$ cat config.mk
export PLATFORM = sky130hd
export DESIGN_NAME = sys_uart_slv
export DESIGN_NICKNAME = d
export VERILOG_FILES = /design/src/rtl/sys_uart_slv_pkg.sv /design/src/rtl/uart_tx_fifo.sv /design/src/rtl/sys_uart_slv.sv
export SDC_FILE = /design/constraint.sdc
export NUM_CORES = 1
export LEC_CHECK = 0
export ABC_AREA = 1
export ABC_CLOCK_PERIOD_IN_PS = 4000
export CAP_MARGIN = 25
export CORE_MARGIN = 4
export CORE_UTILIZATION = 57
export CTS_CLUSTER_SIZE = 40
export DETAILED_ROUTE_END_ITERATION = 8
export PLACE_DENSITY = 0.85
export SLEW_MARGIN = 20
export SYNTH_ARGS = -nofsm -noshare
export SYNTH_HDL_FRONTEND = slang
export SYNTH_SLANG_ARGS = --single-unit
$ cat constraint.sdc
create_clock -name CLK -period 4 [get_ports CLK]
set_input_delay 0.8 -clock CLK [delete_from_list [all_inputs] [get_ports CLK]]
set_output_delay 0.8 -clock CLK [all_outputs]
set_load 0.1 [all_outputs]
$ cat src/rtl/sys_uart_slv_pkg.sv
// Shared constants and types for the sys_uart_slv console UART.
// Register offsets, AXI response codes, serializer states.
package sys_uart_slv_pkg;

  localparam logic [8:0] OFF_TXDATA = 9'd0;
  localparam logic [8:0] OFF_STATUS = 9'd1;
  localparam logic [8:0] OFF_CTRL   = 9'd2;

  localparam logic [1:0] RESP_OKAY   = 2'b00;
  localparam logic [1:0] RESP_SLVERR = 2'b10;
  localparam logic [1:0] RESP_DECERR = 2'b11;

  typedef enum logic [1:0] {
    S_IDLE,
    S_START,
    S_DATA,
    S_STOP
  } ser_state_e;

  // Only the low two byte lanes of a write matter.
  typedef struct packed {
    logic [15:0] data;
    logic [1:0]  strb;
  } w_slot_t;

  function automatic logic [63:0] status_word(
    input logic       full,
    input logic       empty,
    input logic       busy,
    input logic [7:0] cnt
  );
    return {48'd0, cnt, 5'd0, busy, empty, full};
  endfunction

endpackage

$ cat src/rtl/uart_tx_fifo.sv
// Byte FIFO feeding the UART serializer.
// Ports: clk, rst_n, push/din, pop/dout, full, empty, count.
module uart_tx_fifo #(
  parameter int unsigned DP = 16
) (
  input  logic               clk,
  input  logic               rst_n,
  input  logic               push,
  input  logic [7:0]         din,
  input  logic               pop,
  output logic [7:0]         dout,
  output logic               full,
  output logic               empty,
  output logic [$clog2(DP):0] count
);

  localparam int unsigned AW = $clog2(DP);

  logic [7:0]  mem_q [DP];
  logic [AW:0] wptr_q, wptr_d;
  logic [AW:0] rptr_q, rptr_d;
  logic        do_push, do_pop;

  // Extra pointer MSB separates full from empty.
  assign empty = (wptr_q == rptr_q);
  assign full  = (wptr_q[AW] != rptr_q[AW]) &&
                 (wptr_q[AW-1:0] == rptr_q[AW-1:0]);
  assign count = wptr_q - rptr_q;
  assign dout  = mem_q[rptr_q[AW-1:0]];

  assign do_push = push & ~full;
  assign do_pop  = pop & ~empty;

  always_comb begin
    wptr_d = wptr_q;
    rptr_d = rptr_q;
    if (do_push) wptr_d = wptr_q + (AW+1)'(1);
    if (do_pop)  rptr_d = rptr_q + (AW+1)'(1);
  end

  always_ff @(posedge clk or negedge rst_n) begin
    if (!rst_n) begin
      wptr_q <= '0;
      rptr_q <= '0;
    end else begin
      wptr_q <= wptr_d;
      rptr_q <= rptr_d;
    end
  end

  always_ff @(posedge clk) begin
    if (do_push) mem_q[wptr_q[AW-1:0]] <= din;
  end

endmodule

$ cat src/rtl/sys_uart_slv.sv
// AXI4-lite console UART: TXDATA/STATUS/CTRL regs, FIFO, 8N1 TX.
// Ports: CLK, RSTn, AXI-lite AW/W/B/AR/R, UART_TX. Macro: UART_SIM_PRINT_EN.
module sys_uart_slv #(
  parameter int unsigned FIFO_DP = 16,
  parameter logic [15:0] DIV_RST = 16'd868
) (
  input  logic        CLK,
  input  logic        RSTn,
  input  logic [31:0] UART_AWADDR,
  input  logic        UART_AWVALID,
  output logic        UART_AWREADY,
  input  logic [63:0] UART_WDATA,
  input  logic [7:0]  UART_WSTRB,
  input  logic        UART_WVALID,
  output logic        UART_WREADY,
  output logic [1:0]  UART_BRESP,
  output logic        UART_BVALID,
  input  logic        UART_BREADY,
  input  logic [31:0] UART_ARADDR,
  input  logic        UART_ARVALID,
  output logic        UART_ARREADY,
  output logic [63:0] UART_RDATA,
  output logic [1:0]  UART_RRESP,
  output logic        UART_RVALID,
  input  logic        UART_RREADY,
  output logic        UART_TX
);

  import sys_uart_slv_pkg::*;

  localparam int unsigned CW = $clog2(FIFO_DP) + 1;

  logic          alive_q, alive_d;
  logic          aw_full_q, aw_full_d;
  logic [8:0]    aw_off_q, aw_off_d;
  logic          w_full_q, w_full_d;
  w_slot_t       w_slot_q, w_slot_d;
  logic          bvalid_q, bvalid_d;
  logic [1:0]    bresp_q, bresp_d;
  logic          rvalid_q, rvalid_d;
  logic [1:0]    rresp_q, rresp_d;
  logic [63:0]   rdata_q, rdata_d;
  logic [15:0]   div_q, div_d;

  logic          aw_hs, w_hs, b_hs, ar_hs, r_hs;
  logic          exec;
  logic          wr_tx, wr_st, wr_ctl;
  logic          rd_tx, rd_st, rd_ctl;
  logic [8:0]    rd_off;

  logic          fifo_push, fifo_pop;
  logic          fifo_full, fifo_empty;
  logic [7:0]    fifo_dout;
  logic [CW-1:0] fifo_cnt;
  logic [8:0]    cnt9;
  logic [7:0]    cnt8;

  ser_state_e    state_q;
  logic [15:0]   bit_cnt_q;
  logic [15:0]   div_lat_q;
  logic [2:0]    idx_q;
  logic [2:0]    idx_nxt;
  logic [7:0]    byte_q;
  logic          tx_q;
  logic          bit_end;
  logic          tx_busy;
  logic [15:0]   div_eff;

  logic          unused_bits;

  assign unused_bits = ^{UART_AWADDR[31:12], UART_AWADDR[2:0],
                         UART_ARADDR[31:12], UART_ARADDR[2:0],
                         UART_WDATA[63:16], UART_WSTRB[7:2]};

  assign UART_AWREADY = alive_q & ~aw_full_q;
  assign UART_WREADY  = alive_q & ~w_full_q;
  assign UART_ARREADY = alive_q & ~rvalid_q;
  assign UART_BVALID  = bvalid_q;
  assign UART_BRESP   = bresp_q;
  assign UART_RVALID  = rvalid_q;
  assign UART_RRESP   = rresp_q;
  assign UART_RDATA   = rdata_q;
  assign UART_TX      = tx_q;

  assign aw_hs = UART_AWVALID & UART_AWREADY;
  assign w_hs  = UART_WVALID & UART_WREADY;
  assign b_hs  = bvalid_q & UART_BREADY;
  assign ar_hs = UART_ARVALID & UART_ARREADY;
  assign r_hs  = rvalid_q & UART_RREADY;
  assign exec  = aw_full_q & w_full_q & ~bvalid_q;

  assign wr_tx  = (aw_off_q == OFF_TXDATA);
  assign wr_st  = (aw_off_q == OFF_STATUS);
  assign wr_ctl = (aw_off_q == OFF_CTRL);

  assign rd_off = UART_ARADDR[11:3];
  assign rd_tx  = (rd_off == OFF_TXDATA);
  assign rd_st  = (rd_off == OFF_STATUS);
  assign rd_ctl = (rd_off == OFF_CTRL);

  assign cnt9    = 9'(fifo_cnt);
  assign cnt8    = cnt9[8] ? 8'hFF : cnt9[7:0];
  assign tx_busy = (state_q != S_IDLE);
  assign div_eff = (div_q == 16'd0) ? 16'd1 : div_q;

  always_comb begin
    alive_d   = 1'b1;
    aw_full_d = aw_full_q;
    aw_off_d  = aw_off_q;
    w_full_d  = w_full_q;
    w_slot_d  = w_slot_q;
    bvalid_d  = bvalid_q;
    bresp_d   = bresp_q;
    div_d     = div_q;
    fifo_push = 1'b0;
    if (aw_hs) begin
      aw_full_d = 1'b1;
      aw_off_d  = UART_AWADDR[11:3];
    end
    if (w_hs) begin
      w_full_d      = 1'b1;
      w_slot_d.data = UART_WDATA[15:0];
      w_slot_d.strb = UART_WSTRB[1:0];
    end
    if (exec) begin
      bvalid_d = 1'b1;
      bresp_d  = RESP_OKAY;
      unique case (1'b1)
        wr_tx: begin
          if (w_slot_q.strb[0]) begin
            if (fifo_full) bresp_d = RESP_SLVERR;
            else           fifo_push = 1'b1;
          end
        end
        wr_st: bresp_d = RESP_OKAY;
        wr_ctl: begin
          if (w_slot_q.strb[0]) div_d[7:0]  = w_slot_q.data[7:0];
          if (w_slot_q.strb[1]) div_d[15:8] = w_slot_q.data[15:8];
        end
        default: bresp_d = RESP_DECERR;
      endcase
    end
    if (b_hs) begin
      bvalid_d  = 1'b0;
      aw_full_d = 1'b0;
      w_full_d  = 1'b0;
    end
  end

  always_comb begin
    rvalid_d = rvalid_q;
    rresp_d  = rresp_q;
    rdata_d  = rdata_q;
    if (ar_hs) begin
      rvalid_d = 1'b1;
      rresp_d  = RESP_OKAY;
      rdata_d  = '0;
      unique case (1'b1)
        rd_tx:  rdata_d = '0;
        rd_st:  rdata_d = status_word(fifo_full, fifo_empty,
                                      tx_busy, cnt8);
        rd_ctl: rdata_d = {48'd0, div_q};
        default: rresp_d = RESP_DECERR;
      endcase
    end else if (r_hs) begin
      rvalid_d = 1'b0;
    end
  end

  always_ff @(posedge CLK or negedge RSTn) begin
    if (!RSTn) begin
      alive_q   <= 1'b0;
      aw_full_q <= 1'b0;
      aw_off_q  <= '0;
      w_full_q  <= 1'b0;
      w_slot_q  <= '0;
      bvalid_q  <= 1'b0;
      bresp_q   <= RESP_OKAY;
      rvalid_q  <= 1'b0;
      rresp_q   <= RESP_OKAY;
      rdata_q   <= '0;
      div_q     <= DIV_RST;
    end else begin
      alive_q   <= alive_d;
      aw_full_q <= aw_full_d;
      aw_off_q  <= aw_off_d;
      w_full_q  <= w_full_d;
      w_slot_q  <= w_slot_d;
      bvalid_q  <= bvalid_d;
      bresp_q   <= bresp_d;
      rvalid_q  <= rvalid_d;
      rresp_q   <= rresp_d;
      rdata_q   <= rdata_d;
      div_q     <= div_d;
    end
  end

  uart_tx_fifo #(
    .DP(FIFO_DP)
  ) u_fifo (
    .clk   (CLK),
    .rst_n (RSTn),
    .push  (fifo_push),
    .din   (w_slot_q.data[7:0]),
    .pop   (fifo_pop),
    .dout  (fifo_dout),
    .full  (fifo_full),
    .empty (fifo_empty),
    .count (fifo_cnt)
  );

  // Divisor is latched per frame so CTRL writes take
  // effect on the next byte only.
  assign bit_end  = (bit_cnt_q == div_lat_q - 16'd1);
  assign idx_nxt  = idx_q + 3'd1;
  assign fifo_pop = ~fifo_empty &
                    ((state_q == S_IDLE) |
                     ((state_q == S_STOP) & bit_end));

  always_ff @(posedge CLK or negedge RSTn) begin
    if (!RSTn) begin
      state_q   <= S_IDLE;
      tx_q      <= 1'b1;
      bit_cnt_q <= '0;
      div_lat_q <= 16'd1;
      idx_q     <= '0;
      byte_q    <= '0;
    end else begin
      unique case (state_q)
        S_IDLE: begin
          if (!fifo_empty) begin
            state_q   <= S_START;
            tx_q      <= 1'b0;
            bit_cnt_q <= '0;
            byte_q    <= fifo_dout;
            div_lat_q <= div_eff;
          end
        end
        S_START: begin
          if (bit_end) begin
            state_q   <= S_DATA;
            tx_q      <= byte_q[0];
            idx_q     <= '0;
            bit_cnt_q <= '0;
          end else begin
            bit_cnt_q <= bit_cnt_q + 16'd1;
          end
        end
        S_DATA: begin
          if (bit_end) begin
            bit_cnt_q <= '0;
            if (idx_q == 3'd7) begin
              state_q <= S_STOP;
              tx_q    <= 1'b1;
            end else begin
              idx_q <= idx_nxt;
              tx_q  <= byte_q[idx_nxt];
            end
          end else begin
            bit_cnt_q <= bit_cnt_q + 16'd1;
          end
        end
        S_STOP: begin
          if (bit_end) begin
            bit_cnt_q <= '0;
            if (!fifo_empty) begin
              state_q   <= S_START;
              tx_q      <= 1'b0;
              byte_q    <= fifo_dout;
              div_lat_q <= div_eff;
            end else begin
              state_q <= S_IDLE;
            end
          end else begin
            bit_cnt_q <= bit_cnt_q + 16'd1;
          end
        end
        default: begin
          state_q <= S_IDLE;
          tx_q    <= 1'b1;
        end
      endcase
    end
  end

`ifdef UART_SIM_PRINT_EN
  always_ff @(posedge CLK) begin
    if (fifo_push) $write("%c", w_slot_q.data[7:0]);
  end
`else
`endif

endmodule

==> results.txt, run 1 <==
Status: complete, no violations
Power Internal: 5523 uW
Ys async rst share: 49.00%
Sequential fraction of the synthesis area: 58.43%
Post-synth top area cell: edfxtp_1
Lkg Pwr: 0.005679 uW
Fin Setup TNS: 0 ns
Syn_area_per_cell: 9.643 sq um
Period minus WS final: 3.085 ns
Gate Count Post-Synth: 1,230
GP Congestion: 0.8738
Share of power burned in registers: 39.9%
Critical path class: reg -> out
Pwr Density: 665.9 nW/um^2
Routed wire length: 27,870 um
Number of flops mapped to enable cells by yosys: 128
NetSw: 3466 uW
Num ports: 217
Clock latency on the worst-skew pair: 0.53 ns
Sw frac: 38.56%
Peak VDD IR: 463.5 uV
Clk pwr share: 27.7%
First-pass GRT wire length: 44,390 um
CP arrival: 2.28 ns
CTS buffer count: 27
Number of global-route vias before repair: 8,684
Critical Path End Type: output pin
Area growth from synthesis to layout: 13.82%
Cts hold-fix bufs: 0
Antenna diodes: 0
Floorplan row count: 52
RSZ-0062 raised after global routing: false
Nets: 1,454
Clk buf depth: 3
Final hold vios: 0
Min-delay worst type: in -> async
TritonCTS Sinks: 251
Share of the synthesized area in the top cell type: 32.41%
Clock-pin slew on the worst setup and hold paths: 0.07 ns
Req. time, crit path: 3.20 ns
Die area: 23,180 sq um
Port Buf Inserts: 68
Vias/cell: 5.650
Max-cap violations: 0
Cell Area, Synth: 11,860 sq um
Netlist cell types: 46
Yosys reg bits: 251
Core Region: 20,360 sq um
Post_cts resized: 0
Largest net degree at the start of global routing: 79
Ys Warns: 0
Initial Utilization: 58.25%
Initial DRC Count: 817
CP Launch Type: register
Final Skew: 0.01882 ns
Total gr overflow: 0
Layout cells sized above 1: 6.479%
DRC viols: 0
Postcts setup bufs: 0
Worst Tran Pin Value: 1.001 ns
Ratio of final minimum period to clock period: 77.11%
Ys flop type: edfxtp_1
GRT Util Overall: 23.36%
Slew HR: 33.06%
CTS tree: yes
Via count: 8,939
Detailed-placement wirelength estimate: 18,570 um
Number of antenna violations at the first check in global routing: 0
Logic pwr share: 32.4%
Die width: 152.3 um
Final Max Tran Viols: 0
Synth top area cells: edfxtp_1, dfrtp_1, nand2_1
Setup violators final: 0
Routed length per instance: 17.62 um
Hold Worst Slack: 0.1642 ns
Drt pass-1 iters: 6
Root buffer cell: clkbuf_16
Max Fclk: 324.2 MHz
Post-route ant nets: 0
Highest net fanout along the worst path: 3
Htree depth: 1
Die Ht: 152.3 um
-- state kept, by name (all words and copies together), names as in the netlist --
signal / cells
aw_full_q: 1
w_full_q: 1
alive_q: 1
div_lat_q: 16
UART_BRESP: 2
u_fifo.mem_q: 128
UART_RDATA: 16
idx_q: 3
UART_BVALID: 1
w_slot_q: 18
UART_TX: 1
aw_off_q: 9
u_fifo.wptr_q: 5
bit_cnt_q: 16
div_q: 16
UART_RRESP: 1
byte_q: 8
u_fifo.rptr_q: 5
UART_RVALID: 1
state_q: 2
-- per-layer routing --
layer / share of wire (%) / wire [um] / vias up / GRT usage [%]
met5: 0 / 0 / - / 0
met4: 2.7 / 765 / 0 / 7.791
met3: 7.4 / 2050 / 72 / 3.039
met2: 50 / 14070 / 398 / 40.54
met1: 39 / 10990 / 4300 / 30.64
li1: - / - / 4169 / -
-- metrics by stage --
step	setup WS, ns	cell area (sq um)	instances	total power [uW]	utilization (%)
after floorplan	0.9128	12040	1277	5746	-
after global placement	1.146	12580	1532	6355	61.80
after detailed placement	1.116	12580	1532	6494	61.80
after CTS	0.8978	13470	1581	8974	66.16
after global routing	0.8400	13500	1582	9469	66.29
final	0.9155	13500	1582	8990	66.29
-- final cells by class --
cell class / count / area, sq um
fillers: 1479 / 6864
inverters: 113 / 424.2
clock buffers: 33 / 718.2
clock inverters: 16 / 170.2
flip-flops and latches: 251 / 6932
repair buffers: 80 / 800.8
multi-input cells: 819 / 4118
well taps: 270 / 337.8
-- power by group through the flow --
stage	clock network (uW)	logic, uW	registers (uW)
after global placement	0	2760	3590
after floorplan	0	2150	3600
after global routing	2610	3230	3630
after detailed placement	0	2870	3620
after CTS	2500	2900	3580
final	2490	2910	3590
-- critical path, stage by stage, from the launching register on --
cell and delay, ns:
dfrtp_1 0.32, inv_1 0.09, nor2_1 0.18, clkdlybuf4s50_1 1.17
-- kinds of logic (layout without fill, tap and decap cells) --
group / after synthesis / in the layout / synth area share (%)
and+or+nand+nor: 512 / 512 / 18.10
adders and majority gates: 19 / 19 / 2.068
muxes: 11 / 11 / 1.034
AOI/OAI and AO/OA: 195 / 195 / 9.494
xor gates and xnor gates: 33 / 33 / 2.437
DFF: 251 / 251 / 58.43
other: 2 / 49 / 0.06331
buffers and inverters: 207 / 242 / 8.375
-- placed cells by master, fill, tap and decap left out, types with 3 or more instances in the layout --
cell type	instances
nand3b_1	5
o31ai_1	8
nand2_1	248
inv_1	111
xor2_1	20
bufinv_16	3
dfstp_2	7
nor3_1	8
nand3_1	71
o22ai_1	40
edfxtp_1	128
o221ai_1	10
clkbuf_1	4
nor2_1	150
clkinvlp_4	3
conb_1	49
clkdlybuf4s50_1	67
nor2_2	5
o21ai_0	97
buf_4	11
a21oi_1	24
clkbuf_16	27
dfrtp_1	115
ha_1	18
mux2_2	10
nand4_1	15
clkinv_1	6
o211ai_1	6
xnor2_1	13
-- final timing paths --
path,start,end,slack (ns),cells after the start
max,alive_q,UART_ARREADY,0.92,3
min,RSTn,bit_cnt_q[0],0.16,1
max reg2reg,u_fifo.rptr_q[3],u_fifo.mem_q[12][2],1.02,9
min reg2reg,byte_q[7],byte_q[7],0.47,2
max in group asynchronous,RSTn,div_q[9],2.91,3
min in group CLK,byte_q[7],byte_q[7],0.47,2
-- synthesized netlist by cell type (8+ instances only) --
cell      instances
mux2_2           10
dfrtp_1         116
clkbuf_1         35
edfxtp_1        128
xor2_1           20
inv_1           111
nand3_1          71
nor2_1          150
buf_4            52
ha_1             18
o31ai_1           8
a21oi_1          25
o221ai_1         10
xnor2_1          13
o21ai_0          97
nor3_1            8
nand4_1          15
nand2_1         248
o22ai_1          40
Power figures use the tool's default switching activity.
==> run 2: changes to the inputs <==
--- a/config.mk
+++ b/config.mk
@@ -6,13 +6,13 @@
 export NUM_CORES = 1
 export LEC_CHECK = 0
 export ABC_AREA = 1
-export ABC_CLOCK_PERIOD_IN_PS = 4000
+export ABC_CLOCK_PERIOD_IN_PS = 2700
 export CAP_MARGIN = 25
 export CORE_MARGIN = 4
-export CORE_UTILIZATION = 57
+export CORE_UTILIZATION = 48
 export CTS_CLUSTER_SIZE = 40
 export DETAILED_ROUTE_END_ITERATION = 8
-export PLACE_DENSITY = 0.85
+export PLACE_DENSITY = 0.76
 export SLEW_MARGIN = 20
 export SYNTH_ARGS = -nofsm -noshare
 export SYNTH_HDL_FRONTEND = slang
==> constraint.sdc (replaced) <==
create_clock -name CLK -period 2.7 [get_ports CLK]
set_input_delay 0.54 -clock CLK [delete_from_list [all_inputs] [get_ports CLK]]
set_output_delay 0.54 -clock CLK [all_outputs]
set_load 0.1 [all_outputs]
==> results.txt, run 2 (synthesis results as in run 1) <==
Detailed-placement wirelength estimate: 18,870 um (was 18,570 um)
Lkg Pwr: 0.005872 uW (was 0.005679 uW)
Die area: 27,290 sq um (was 23,180 sq um)
Peak VDD IR: 657.0 uV (was 463.5 uV)
Via count: 8,682 (was 8,939)
Number of global-route vias before repair: 8,366 (was 8,684)
NetSw: 5097 uW (was 3466 uW)
Period minus WS final: 2.446 ns
Port Buf Inserts: 68 (unchanged)
GRT Util Overall: 19.70% (was 23.36%)
Max Fclk: 408.8 MHz
Initial DRC Count: 664 (was 817)
Setup violators final: 0 (unchanged)
Die width: 165.2 um (was 152.3 um)
Largest net degree at the start of global routing: 51 (was 79)
Antenna diodes: 0 (unchanged)
Root buffer cell: clkbuf_16 (unchanged)
Total gr overflow: 0 (unchanged)
Floorplan row count: 57 (was 52)
Routed wire length: 27,150 um (was 27,870 um)
Vias/cell: 5.224 (was 5.650)
Layout cells sized above 1: 10.39% (was 6.479%)
Min-delay worst type: in -> async (unchanged)
RSZ-0062 raised after global routing: false (unchanged)
Core Region: 24,320 sq um (was 20,360 sq um)
Routed length per instance: 16.33 um (was 17.62 um)
Nets: 1,480 (was 1,454)
Drt pass-1 iters: 6 (unchanged)
Critical Path End Type: register (was output pin)
Reg2Reg Setup Slack: 0.25 ns (was 1.02 ns)
Power Internal: 8307 uW (was 5523 uW)
CTS tree: yes (unchanged)
Clk buf depth: 3 (unchanged)
TritonCTS Sinks: 251 (unchanged)
Postcts setup bufs: 0 (unchanged)
Post-route ant nets: 0 (unchanged)
Area growth from synthesis to layout: 15.66% (was 13.82%)
Largest register FFs: 128 (unchanged)
Fin Setup TNS: 0 ns (unchanged)
Die Ht: 165.2 um (was 152.3 um)
Commonest non-fill, non-tap cell in the layout: nand2_1 (unchanged)
First-pass GRT wire length: 42,920 um (was 44,390 um)
Clk pwr share: 27.9% (was 27.7%)
Final Skew: 0.01795 ns (was 0.01882 ns)
Num ports: 217 (unchanged)
GP Congestion: 0.8867 (was 0.8738)
Max-cap violations: 0 (unchanged)
Cts hold-fix bufs: 0 (unchanged)
Status: complete, no violations (unchanged)
Critical path startpoint: div_lat_q[0] (was alive_q)
Req. time, crit path: 3.18 ns (was 3.20 ns)
Highest net fanout along the worst path: 16 (was 3)
Util after Layout: 56.41% (was 66.29%)
Ratio of final minimum period to clock period: 90.60%
CP Launch Type: register (unchanged)
CP arrival: 2.92 ns (was 2.28 ns)
Htree depth: 1 (unchanged)
Hold Worst Slack: 0.04448 ns (was 0.1642 ns)
Clock latency on the worst-skew pair: 0.55 ns (was 0.53 ns)
Pwr Density: 977.1 nW/um^2 (was 665.9 nW/um^2)
Number of antenna violations at the first check in global routing: 0 (unchanged)
Sw frac: 38.03% (was 38.56%)
Logic pwr share: 32.5% (was 32.4%)
Final Max Tran Viols: 0 (unchanged)
Leading cell types in the layout, fill and taps excluded: nand2_1, nor2_1, edfxtp_1 (unchanged)
CTS buffer count: 27 (unchanged)
DRC viols: 0 (unchanged)
Share of power burned in registers: 39.6% (was 39.9%)
Slew HR: 53.93% (was 33.06%)
Critical path class: reg -> reg (was reg -> out)
Clock-pin slew on the worst setup and hold paths: 0.06 ns (was 0.07 ns)
R2r startpoint: div_lat_q[0] (was u_fifo.rptr_q[3])
Initial Utilization: 48.77% (was 58.25%)
Worst Tran Pin Value: 0.6911 ns (was 1.001 ns)
Final hold vios: 0 (unchanged)
-- run 2: path summary, 6_finish.rpt --
check,cells after the start,endpoint
worst max-delay path,16,div_lat_q[11]
worst min-delay path,1,idx_q[0]
worst max register to register,16,div_lat_q[11]
worst min register to register,2,byte_q[4]
max in group asynchronous,2,div_q[8]
min in group CLK,2,byte_q[4]
-- run 2: layout make-up --
type / instances / area [sq um]
clock buffers: 34 / 701.9
clock inverters: 15 / 197.7
fillers: 2043 / 10600
inverters: 113 / 424.2
multi-input cells: 819 / 4123
flip-flops and latches: 251 / 6932
well taps: 324 / 405.4
repair buffers: 106 / 935.9
-- run 2: worst max-delay path, stage by stage (launching register included) --
cell     delay, ns
dfstp_2       0.57
inv_2         0.07
ha_1          0.24
nand3_2       0.13
nor2_2        0.06
nand2_1       0.08
nand2_1       0.08
nand2_1       0.07
nand2_1       0.08
nor2_1        0.10
nand2_1       0.05
nor2_1        0.08
nand2_1       0.15
nand2_4       0.18
buf_4         0.22
nand3_1       0.11
nand2_1       0.09
-- run 2: power by group through the flow --
stage               registers [uW]  logic [uW]  clock network (uW)
global route                  5380        4860                3960
global placement              5340        4220                   0
CTS                           5310        4350                3810
finish                        5310        4360                3740
floorplan                     5330        3180                   0
detailed placement            5380        4320                   0
-- run 2: what timing repair did --
action | in CTS | in global routing
resized for setup | 0 | 1
setup endpoints to repair | 0 | 5
endpoints found under the hold margin | 0 | 0
-- run 2: metal layers --
layer / GRT usage [%] / part of all wire [%] / wire length, um
met5: 0 / 0 / 0
met3: 3.078 / 5.2 / 1416
met2: 33.44 / 49 / 13430
met4: 6.465 / 2.8 / 749
met1: 26.02 / 43 / 11560
-- run 2: through the flow --
step	cells	cell area, sq um	setup WS, ns	power, uW
5_1_grt	1662	13720	0.002690	14200
3_5_place_dp	1613	12820	0.2274	9706
2_1_floorplan	1277	12040	0.03848	8513
3_3_place_gp	1613	12820	0.2555	9563
6_report	1662	13720	0.2538	13400
4_1_cts	1662	13720	0.2122	13480
==> run 3: changes to the inputs <==
--- a/config.mk
+++ b/config.mk
@@ -12,7 +12,8 @@
 export CORE_UTILIZATION = 48
 export CTS_CLUSTER_SIZE = 40
 export DETAILED_ROUTE_END_ITERATION = 8
-export PLACE_DENSITY = 0.76
+export MAX_ROUTING_LAYER = met4
+export PLACE_DENSITY = 0.85
 export SLEW_MARGIN = 20
 export SYNTH_ARGS = -nofsm -noshare
 export SYNTH_HDL_FRONTEND = slang
==> results.txt, run 3 (synthesis results as in run 1) <==
Final Max Tran Viols: 0 (unchanged)
Largest register FFs: 128 (unchanged)
Highest net fanout along the worst path: 8 (was 16)
Max Fclk: 411.4 MHz (was 408.8 MHz)
Pwr Density: 975.7 nW/um^2 (was 977.1 nW/um^2)
Reg2Reg Setup Slack: 0.27 ns (was 0.25 ns)
Total gr overflow: 0 (unchanged)
Die Ht: 165.2 um (unchanged)
Detailed-placement wirelength estimate: 18,570 um (was 18,870 um)
Htree depth: 1 (unchanged)
Routed length per instance: 16.47 um (was 16.33 um)
Die area: 27,290 sq um (unchanged)
Vias/cell: 5.386 (was 5.224)
Lkg Pwr: 0.005874 uW (was 0.005872 uW)
Root buffer cell: clkbuf_16 (unchanged)
Req. time, crit path: 3.11 ns (was 3.18 ns)
Number of antenna violations at the first check in global routing: 0 (unchanged)
Initial DRC Count: 924 (was 664)
TritonCTS Sinks: 251 (unchanged)
Number of global-route vias before repair: 8,753 (was 8,366)
Status: complete, no violations (unchanged)
GRT Util Overall: 20.38% (was 19.70%)
Max-cap violations: 0 (unchanged)
Leading cell types in the layout, fill and taps excluded: nand2_1, nor2_1, edfxtp_1 (unchanged)
First-pass GRT wire length: 43,300 um (was 42,920 um)
Worst Tran Pin Value: 0.6946 ns (was 0.6911 ns)
GP Congestion: 0.9061 (was 0.8867)
Num ports: 217 (unchanged)
CTS tree: yes (unchanged)
RSZ-0062 raised after global routing: false (unchanged)
CP arrival: 2.84 ns (was 2.92 ns)
Min-delay worst type: in -> async (unchanged)
Critical path class: reg -> reg (unchanged)
Antenna diodes: 0 (unchanged)
Clock-pin slew on the worst setup and hold paths: 0.06 ns (about the same)
Period minus WS final: 2.431 ns (was 2.446 ns)
Final hold vios: 0 (unchanged)
Post-route ant nets: 0 (unchanged)
Floorplan row count: 57 (unchanged)
Via count: 8,946 (was 8,682)
Final Skew: 0.008760 ns (was 0.01795 ns)
Drt pass-1 iters: 6 (unchanged)
Core Region: 24,320 sq um (unchanged)
Commonest non-fill, non-tap cell in the layout: nand2_1 (unchanged)
Ratio of final minimum period to clock period: 90.02% (was 90.60%)
Port Buf Inserts: 68 (unchanged)
Initial Utilization: 48.77% (unchanged)
Area growth from synthesis to layout: 15.60% (was 15.66%)
Critical Path End Type: register (unchanged)
Peak VDD IR: 592.6 uV (was 657.0 uV)
Clock latency on the worst-skew pair: 0.52 ns (was 0.55 ns)
Clk buf depth: 3 (unchanged)
CP Launch Type: register (unchanged)
Total chip power: 13,380 uW (was 13,400 uW)
Largest net degree at the start of global routing: 68 (was 51)
Routed wire length: 27,360 um (was 27,150 um)
Postcts setup bufs: 0 (unchanged)
Die width: 165.2 um (unchanged)
Layout cells sized above 1: 10.40% (was 10.39%)
DRC viols: 0 (unchanged)
Slew HR: 53.56% (was 53.93%)
CTS buffer count: 26 (was 27)
Setup violators final: 0 (unchanged)
Fin Setup TNS: 0 ns (unchanged)
Nets: 1,479 (was 1,480)
[run 3: cell count changes in the layout (fill, tap and decap cells not counted), sizes merged]
cell / previous run / this run
clkinv: 9 / 6
clkbuf: 34 / 39
bufinv: 4 / 3
inv: 114 / 112
[run 3: area by class of cell]
type | instances | area [sq um]
clock buffer | 39 | 770.7
clock inverter | 9 | 122.6
fill | 1969 | 10610
inverter | 113 | 424.2
multi-input combinational | 819 | 4123
sequential | 251 | 6930
tap | 324 | 405.4
timing repair buffer | 106 | 935.9
[run 3: final timing paths]
check,from,end,cells after the start
setup / recovery,div_lat_q[0],u_fifo.rptr_q[1],16
hold / removal,RSTn,bit_cnt_q[14],1
setup reg to reg,div_lat_q[0],u_fifo.rptr_q[1],16
hold reg to reg,byte_q[1],byte_q[1],2
max in group asynchronous,RSTn,div_q[6],2
min in group CLK,byte_q[1],byte_q[1],2
[run 3: metal layers]
metal / up-vias / part of all wire, % / global-route usage (%)
met3: 63 / 8.2 / 3.127
li1: 4204 / - / -
met1: 4251 / 39 / 25.50
met2: 428 / 50 / 34.21
met4: 0 / 2.4 / 6.767
met5: - / 0 / -
[run 3: metrics by stage]
step / cells / setup WS (ns) / area [sq um] / hold slack (ns) / utilization [%]
2_1_floorplan: 1277 / 0.03848 / 12040 / 0.2444 / -
3_3_place_gp: 1613 / 0.2444 / 12820 / 0.4577 / 52.70
3_5_place_dp: 1613 / 0.1794 / 12820 / 0.4640 / 52.70
4_1_cts: 1661 / 0.1783 / 13710 / 0.01919 / 56.37
5_1_grt: 1661 / 0.08896 / 13710 / 0.02996 / 56.38
6_report: 1661 / 0.2694 / 13710 / 0.02077 / 56.38
[run 3: critical path: stages, from the launching register on]
cell     delay, ns
dfstp_2       0.56
inv_2         0.07
ha_1          0.24
nand2_1       0.08
nor2_1        0.07
nand3_1       0.10
nand2_1       0.05
nand2_1       0.08
inv_1         0.04
nor2_1        0.08
nand2_1       0.06
nor2_1        0.16
nand3_2       0.19
nand2_2       0.21
nand2_1       0.16
nand2_1       0.10
nand2_1       0.06
[run 3: timing repair]
item / in CTS / in global routing
setup endpoints to repair: 0 / 7
hold endpoints to repair: 0 / 0
hold buffers: 0 / 0
resized for setup: 0 / 1
[run 3: report_power, final]
part           internal (uW)  switching, uW  total [uW]
clock                   2250           1410        3660
combinational           1360           3070        4430
sequential              4730            555        5280
